[src/rtl/servo_pwm_multi_if.sv]
// Setpoint write port for servo_pwm_multi: the master drives a strobe, a
// channel index and a target width; the PWM block takes the slave side.
interface servo_pwm_multi_if #(
    parameter int CH_W = 2,
    parameter int PW_W = 8
);
    logic            wr_en;
    logic [CH_W-1:0] wr_ch;
    logic [PW_W-1:0] wr_data;

    modport master (output wr_en, output wr_ch, output wr_data);
    modport slave  (input  wr_en, input  wr_ch, input  wr_data);
endinterface

[src/rtl/servo_pwm_multi.sv]
// Multi-channel servo PWM with a shared prescaler and frame counter. New
// setpoints are applied only at frame wrap. Defining SERVO_SLEW_EN adds a
// per-frame slew limit on the active widths.
module servo_pwm_multi #(
    parameter int CH      = 4,
    parameter int CH_W    = 2,
    parameter int PW_W    = 8,
    parameter int DIV_W   = 16,
    parameter int FRAME_W = 10
) (
    input  logic               clk_i,
    input  logic               reset_i,
    input  logic [DIV_W-1:0]   div_clk_i,
    input  logic [FRAME_W-1:0] period_i,
    input  logic [CH-1:0]      ch_en_i,
    servo_pwm_multi_if.slave   wr_if,
    input  logic [PW_W-1:0]    slew_step_i,
    output logic [CH-1:0]      pwm_o,
    output logic               frame_start_o,
    output logic               settled_o
);

    logic [DIV_W-1:0]   pre_q, pre_d;
    logic [FRAME_W-1:0] cnt_q, cnt_d;
    logic [PW_W-1:0]    target_q [CH];
    logic [PW_W-1:0]    target_d [CH];
    logic [PW_W-1:0]    act_q    [CH];
    logic [PW_W-1:0]    act_d    [CH];
    logic [CH-1:0]      pwm_q, pwm_d;
    logic               frame_start_q;
    logic               settled_q, settled_d;
    logic               tick;
    logic               wrap;
    logic               wr_hit;

`ifdef SERVO_SLEW_EN
    // One extra bit keeps the distance between act and target free of wrap-around.
    function automatic logic [PW_W-1:0] slew_next(
        input logic [PW_W-1:0] act,
        input logic [PW_W-1:0] tgt,
        input logic [PW_W-1:0] step
    );
        logic [PW_W:0] diff;
        diff = (tgt >= act) ? ({1'b0, tgt} - {1'b0, act})
                            : ({1'b0, act} - {1'b0, tgt});
        if (step == '0 || diff <= {1'b0, step})
            return tgt;
        else if (tgt > act)
            return act + step;
        else
            return act - step;
    endfunction
`else
    logic unused_slew_step;
    assign unused_slew_step = ^slew_step_i;
`endif

    // >= rather than == so that a lowered divider or period takes effect at once.
    always_comb begin
        tick  = 1'b0;
        pre_d = pre_q;
        if (div_clk_i != '0) begin
            if (pre_q >= div_clk_i - DIV_W'(1)) begin
                pre_d = '0;
                tick  = 1'b1;
            end else begin
                pre_d = pre_q + DIV_W'(1);
            end
        end
    end

    always_comb begin
        wrap  = 1'b0;
        cnt_d = cnt_q;
        if (tick && period_i != '0) begin
            if (cnt_q >= period_i - FRAME_W'(1)) begin
                cnt_d = '0;
                wrap  = 1'b1;
            end else begin
                cnt_d = cnt_q + FRAME_W'(1);
            end
        end
    end

    assign wr_hit = wr_if.wr_en && (32'(wr_if.wr_ch) < CH);

    // act samples the pre-write target, so a write in the wrap clock waits a frame.
    always_comb begin
        settled_d = 1'b1;
        pwm_d     = '0;
        for (int i = 0; i < CH; i++) begin
            target_d[i] = (wr_hit && 32'(wr_if.wr_ch) == i) ? wr_if.wr_data : target_q[i];
`ifdef SERVO_SLEW_EN
            act_d[i] = wrap ? slew_next(act_q[i], target_q[i], slew_step_i) : act_q[i];
`else
            act_d[i] = wrap ? target_q[i] : act_q[i];
`endif
            pwm_d[i] = ch_en_i[i] && (cnt_q < FRAME_W'(act_q[i]));
            if (act_q[i] != target_q[i])
                settled_d = 1'b0;
        end
    end

    always_ff @(posedge clk_i) begin
        if (reset_i) begin
            pre_q         <= '0;
            cnt_q         <= '0;
            target_q      <= '{default: '0};
            act_q         <= '{default: '0};
            pwm_q         <= '0;
            frame_start_q <= 1'b0;
            settled_q     <= 1'b1;
        end else begin
            pre_q         <= pre_d;
            cnt_q         <= cnt_d;
            target_q      <= target_d;
            act_q         <= act_d;
            pwm_q         <= pwm_d;
            frame_start_q <= wrap;
            settled_q     <= settled_d;
        end
    end

    assign pwm_o         = pwm_q;
    assign frame_start_o = frame_start_q;
    assign settled_o     = settled_q;

endmodule

[src/flat_wrapper.sv]
// flat-port wrapper written by rule: the top's interface ports become plain ports
module servo_pwm_multi_flat 
#(
    parameter int CH      = 4,
    parameter int CH_W    = 2,
    parameter int PW_W    = 8,
    parameter int DIV_W   = 16,
    parameter int FRAME_W = 10
)
  (clk_i, reset_i, div_clk_i, period_i, ch_en_i, slew_step_i, pwm_o, frame_start_o, settled_o, wr_if_wr_en, wr_if_wr_ch, wr_if_wr_data);
  servo_pwm_multi_if #(.CH_W(CH_W), .PW_W(PW_W)) wr_if_i ();
  input  logic clk_i;
  input  logic reset_i;
  input  logic [DIV_W-1:0] div_clk_i;
  input  logic [FRAME_W-1:0] period_i;
  input  logic [CH-1:0] ch_en_i;
  input  logic [PW_W-1:0] slew_step_i;
  output logic [CH-1:0] pwm_o;
  output logic frame_start_o;
  output logic settled_o;
  input wire logic [$bits(wr_if_i.wr_en)-1:0] wr_if_wr_en;
  input wire logic [$bits(wr_if_i.wr_ch)-1:0] wr_if_wr_ch;
  input wire logic [$bits(wr_if_i.wr_data)-1:0] wr_if_wr_data;
  assign wr_if_i.wr_en = wr_if_wr_en;
  assign wr_if_i.wr_ch = wr_if_wr_ch;
  assign wr_if_i.wr_data = wr_if_wr_data;
  servo_pwm_multi #(.CH(CH), .CH_W(CH_W), .PW_W(PW_W), .DIV_W(DIV_W), .FRAME_W(FRAME_W)) u_core (.clk_i(clk_i), .reset_i(reset_i), .div_clk_i(div_clk_i), .period_i(period_i), .ch_en_i(ch_en_i), .wr_if(wr_if_i), .slew_step_i(slew_step_i), .pwm_o(pwm_o), .frame_start_o(frame_start_o), .settled_o(settled_o));
endmodule
[config.mk]
export PLATFORM = sky130hd
export DESIGN_NAME = servo_pwm_multi_flat
export DESIGN_NICKNAME = d
export VERILOG_FILES = /design/src/rtl/servo_pwm_multi_if.sv /design/src/rtl/servo_pwm_multi.sv /design/src/flat_wrapper.sv
export SDC_FILE = /design/constraint.sdc
export NUM_CORES = 1
export LEC_CHECK = 0
export CAP_MARGIN = 10
export CORE_MARGIN = 8
export CORE_UTILIZATION = 35
export CTS_BUF_LIST = sky130_fd_sc_hd__clkbuf_16
export CTS_CLUSTER_SIZE = 28
export DETAILED_ROUTE_END_ITERATION = 12
export PLACE_DENSITY = 0.64
export SLEW_MARGIN = 20
export SYNTH_ARGS = -nofsm -noshare
export SYNTH_HDL_FRONTEND = slang
export SYNTH_SLANG_ARGS = --single-unit
[constraint.sdc]
create_clock -name clk_i -period 9 [get_ports clk_i]
set_input_delay 1.8 -clock clk_i [delete_from_list [all_inputs] [get_ports clk_i]]
set_output_delay 1.8 -clock clk_i [all_outputs]
set_load 0.01 [all_outputs]
==> results.yml <==
placement:
  place_area_um2: 6500
  pre_cts_ws_ns: 2.90
  place_hpwl_um: 9760
  place_congestion: 0.768
  port_buffers: 48
sta:
  finalClockSkew_ns: 0.00922
  tns_ns: 0
  fin_crit_sh_pct: 63.7
  setup_slack_ns: 3.27
  setup_viol: 0
  drv_slew: 0
  final_hold_viol_count: 0
  relSlewSlack_pct: 50.0
  layout_min_cycle_time_ns: 5.73
  rsz0062_at_grt: "false"
  tightest_slew_ns: 0.750
  max_freq_mhz: 174
clock_tree:
  insertion_delay_ns: 0.35
  clockBufferDepth: 2
  numCtsBuffers: 9
  clk_pin_slew_ns: 0.07
  cts-root-buf: "clkbuf_16"
  cts_tree: "yes"
  cts_resized: 0
  h-tree-depth: 3
  hold_buffers: 0
  cts.sinks: 96
  cts_post_setup_buffers_inserted: 0
final_layout:
  syn2layout_area_growth_pct: 16.5
  antenna_cells: 0
  final_cell_area_um2: 6790
  drive_above_1_share_pct: 4.28
  num-nets-final: 806
  fill_cells: 1692
  final_cell_mix: "dfxtp_1, nand2_1, mux2i_1, ha_1, nor2_1"
  multi_input_area_um2: 3640
  layout_commonest_cell: "dfxtp_1"
  seqCellArea_um2: 1920
yosys:
  yosys_register_bits: 96
  synth.avg_cell_area_um2: 8.88
  syn_area_um2: 5830
  synth_cell_types: 52
  async_flop_share_pct: 0
  synthCells: 657
  synth-edff-count: 0
  seq_area_frac_synth_pct: 33.0
  ys_warn_count: 0
  synth_ff_type: "dfxtp_1"
  syn_nets: 766
grt:
  grt_pass1_vias: 4443
  use_met1_pct: 16.2
  grt_max_degree: 78
  antenna_found_initial: 0
  busiest_layer: "met2"
  overflow: 0
  grtUsageMet2_pct: 22.1
  grt.total_usage_pct: 12.9
  grt_pass1_wl_um: 22400
  grt_util_met3_pct: 1.90
run_status:
  status: "finished clean"
route:
  drt.antenna.violating_nets: 0
  avgRoutedWirePerCell_um: 14.5
  drc: 0
  wl_um: 13400
  first_iter_violations: 253
  vias: 4575
  first_pass_iters: 5
  via_per_inst: 4.97
critical_path:
  worst-path-buf-inv: 3
  crit_type: "in2reg"
  required_ns: 9.28
  cpPeakStageDelay_ns: 0.57
  crit_chain: "clkdlybuf4s50_1 > inv_1 > ha_1 > nor4b_1 > nand2_1 > or4_1 > nor3_1 > xnor2_1 > ha_1 > nand4_1 > or4_1 > and4_4 > nor3_4 > buf_4 > mux2i_1"
  crit_family: "simple AND/OR/NAND/NOR gates"
  cp-start-kind: "input port"
  crit_arrival_ns: 6.01
  crit_fanout: 32
  slowest_stage: "or4_1"
  end_kind: "flop"
floorplanning:
  ios: 57
  start_util_pct: 35.4
  die_w_um: 145
  die_area_um2: 21000
  die_h_um: 145
  coreArea_um2: 16500
  rows: 47
power:
  max-vdd-ir-drop_v: 0.0000864
  p_leak_nw: 2.78
  power_density_nw_per_um2: 134
run:
  maxCapViolations: 0
min_path:
  min_path_type: "reg2reg"
[final cells by class]
class | count | share of cell area (%)
Tap cell | 220 | 4.05
Sequential cell | 96 | 28.3
Clock inverter | 6 | 1.03
Inverter | 35 | 1.93
Multi-Input combinational cell | 501 | 53.6
Clock buffer | 9 | 3.32
Timing Repair Buffer | 54 | 7.74
[flip-flops by register name, indices dropped and copies added, names as in the netlist]
| signal | count |
|---|---|
| u_core.settled_o | 1 |
| u_core.pre_q | 16 |
| u_core.target_q | 32 |
| u_core.frame_start_o | 1 |
| u_core.act_q | 32 |
| u_core.pwm_o | 4 |
| u_core.cnt_q | 10 |
[per-stage QoR]
stage	hold WS [ns]	std cells	util, %	power [mW]
floorplan	0.459	657	-	0.491
global placement	0.469	906	39.5	0.530
detailed placement	0.478	906	39.5	0.531
CTS	0.489	921	41.2	0.919
global route	0.504	921	41.2	0.945
finish	0.487	921	41.2	0.909
[cells in the mapped netlist, types with 3 or more instances]
| cell type | instances | share of area [%] |
|---|---|---|
| nand2_1 | 90 | 5.8 |
| inv_1 | 34 | 2.2 |
| nor4_1 | 11 | 1.2 |
| nand4_1 | 16 | 1.7 |
| clkbuf_1 | 18 | 1.2 |
| buf_8 | 3 | 0.77 |
| a21oi_1 | 6 | 0.51 |
| mux2i_1 | 65 | 11 |
| and3_1 | 3 | 0.32 |
| nand2b_1 | 6 | 0.64 |
| o21ai_0 | 10 | 0.86 |
| xor2_1 | 51 | 7.7 |
| o211ai_1 | 3 | 0.39 |
| nand3_1 | 13 | 1.1 |
| and4_1 | 4 | 0.60 |
| nor3b_1 | 4 | 0.51 |
| o31ai_1 | 3 | 0.39 |
| nor2_1 | 54 | 3.5 |
| dfxtp_1 | 96 | 33 |
| a21o_1 | 23 | 3.0 |
| nor3_1 | 17 | 1.5 |
| xnor2_1 | 18 | 2.7 |
| nor2b_1 | 4 | 0.43 |
| a41oi_1 | 4 | 0.60 |
| ha_1 | 58 | 12 |
| nand4b_1 | 4 | 0.60 |
| a211oi_1 | 5 | 0.64 |
[where the power goes]
group,total (mW),internal (mW),switching [mW]
Combinational,0.0839,0.0411,0.0427
Sequential,0.437,0.431,0.00586
Clock,0.388,0.216,0.172
Total,0.909,0.688,0.221
[tightest hold or removal path, stage by stage (launching register included)]
cell     delay [ns]
dfxtp_1        0.33
nand2_1        0.06
mux2i_1        0.05
[layer usage]
| layer | up-vias | part of all wire, % |
|---|---|---|
| li1 | 2370 | - |
| met1 | 2119 | 48 |
| met2 | 68 | 48 |
| met3 | 18 | 2.9 |
| met4 | 0 | 1.4 |
| met5 | - | 0 |
[kinds of logic (layout without fill, tap and decap cells)]
family          count (synthesis)  in the layout  synth area share [%]
simple gates                  240            240                  19.9
flops                          96             96                  33.0
compound gates                 69             69                  8.63
xor+xnor                       69             69                  10.4
mux                            65             65                  11.2
buf+inv                        60            104                  4.59
fa+ha+maj                      58             58                  12.4
[path summary, 6_finish.rpt]
kind	from	slack (ns)	endpoint	cells past startpoint
worst max-delay path	div_clk_i[0]	3.27	u_core.act_q[6]	15
worst min-delay path	u_core.target_q[11]	0.49	u_core.act_q[11]	2
worst max register to register	u_core.pre_q[11]	6.17	u_core.act_q[6]	8
worst min register to register	u_core.target_q[11]	0.49	u_core.act_q[11]	2
No activity file was read; power rests on OpenSTA's default activity.
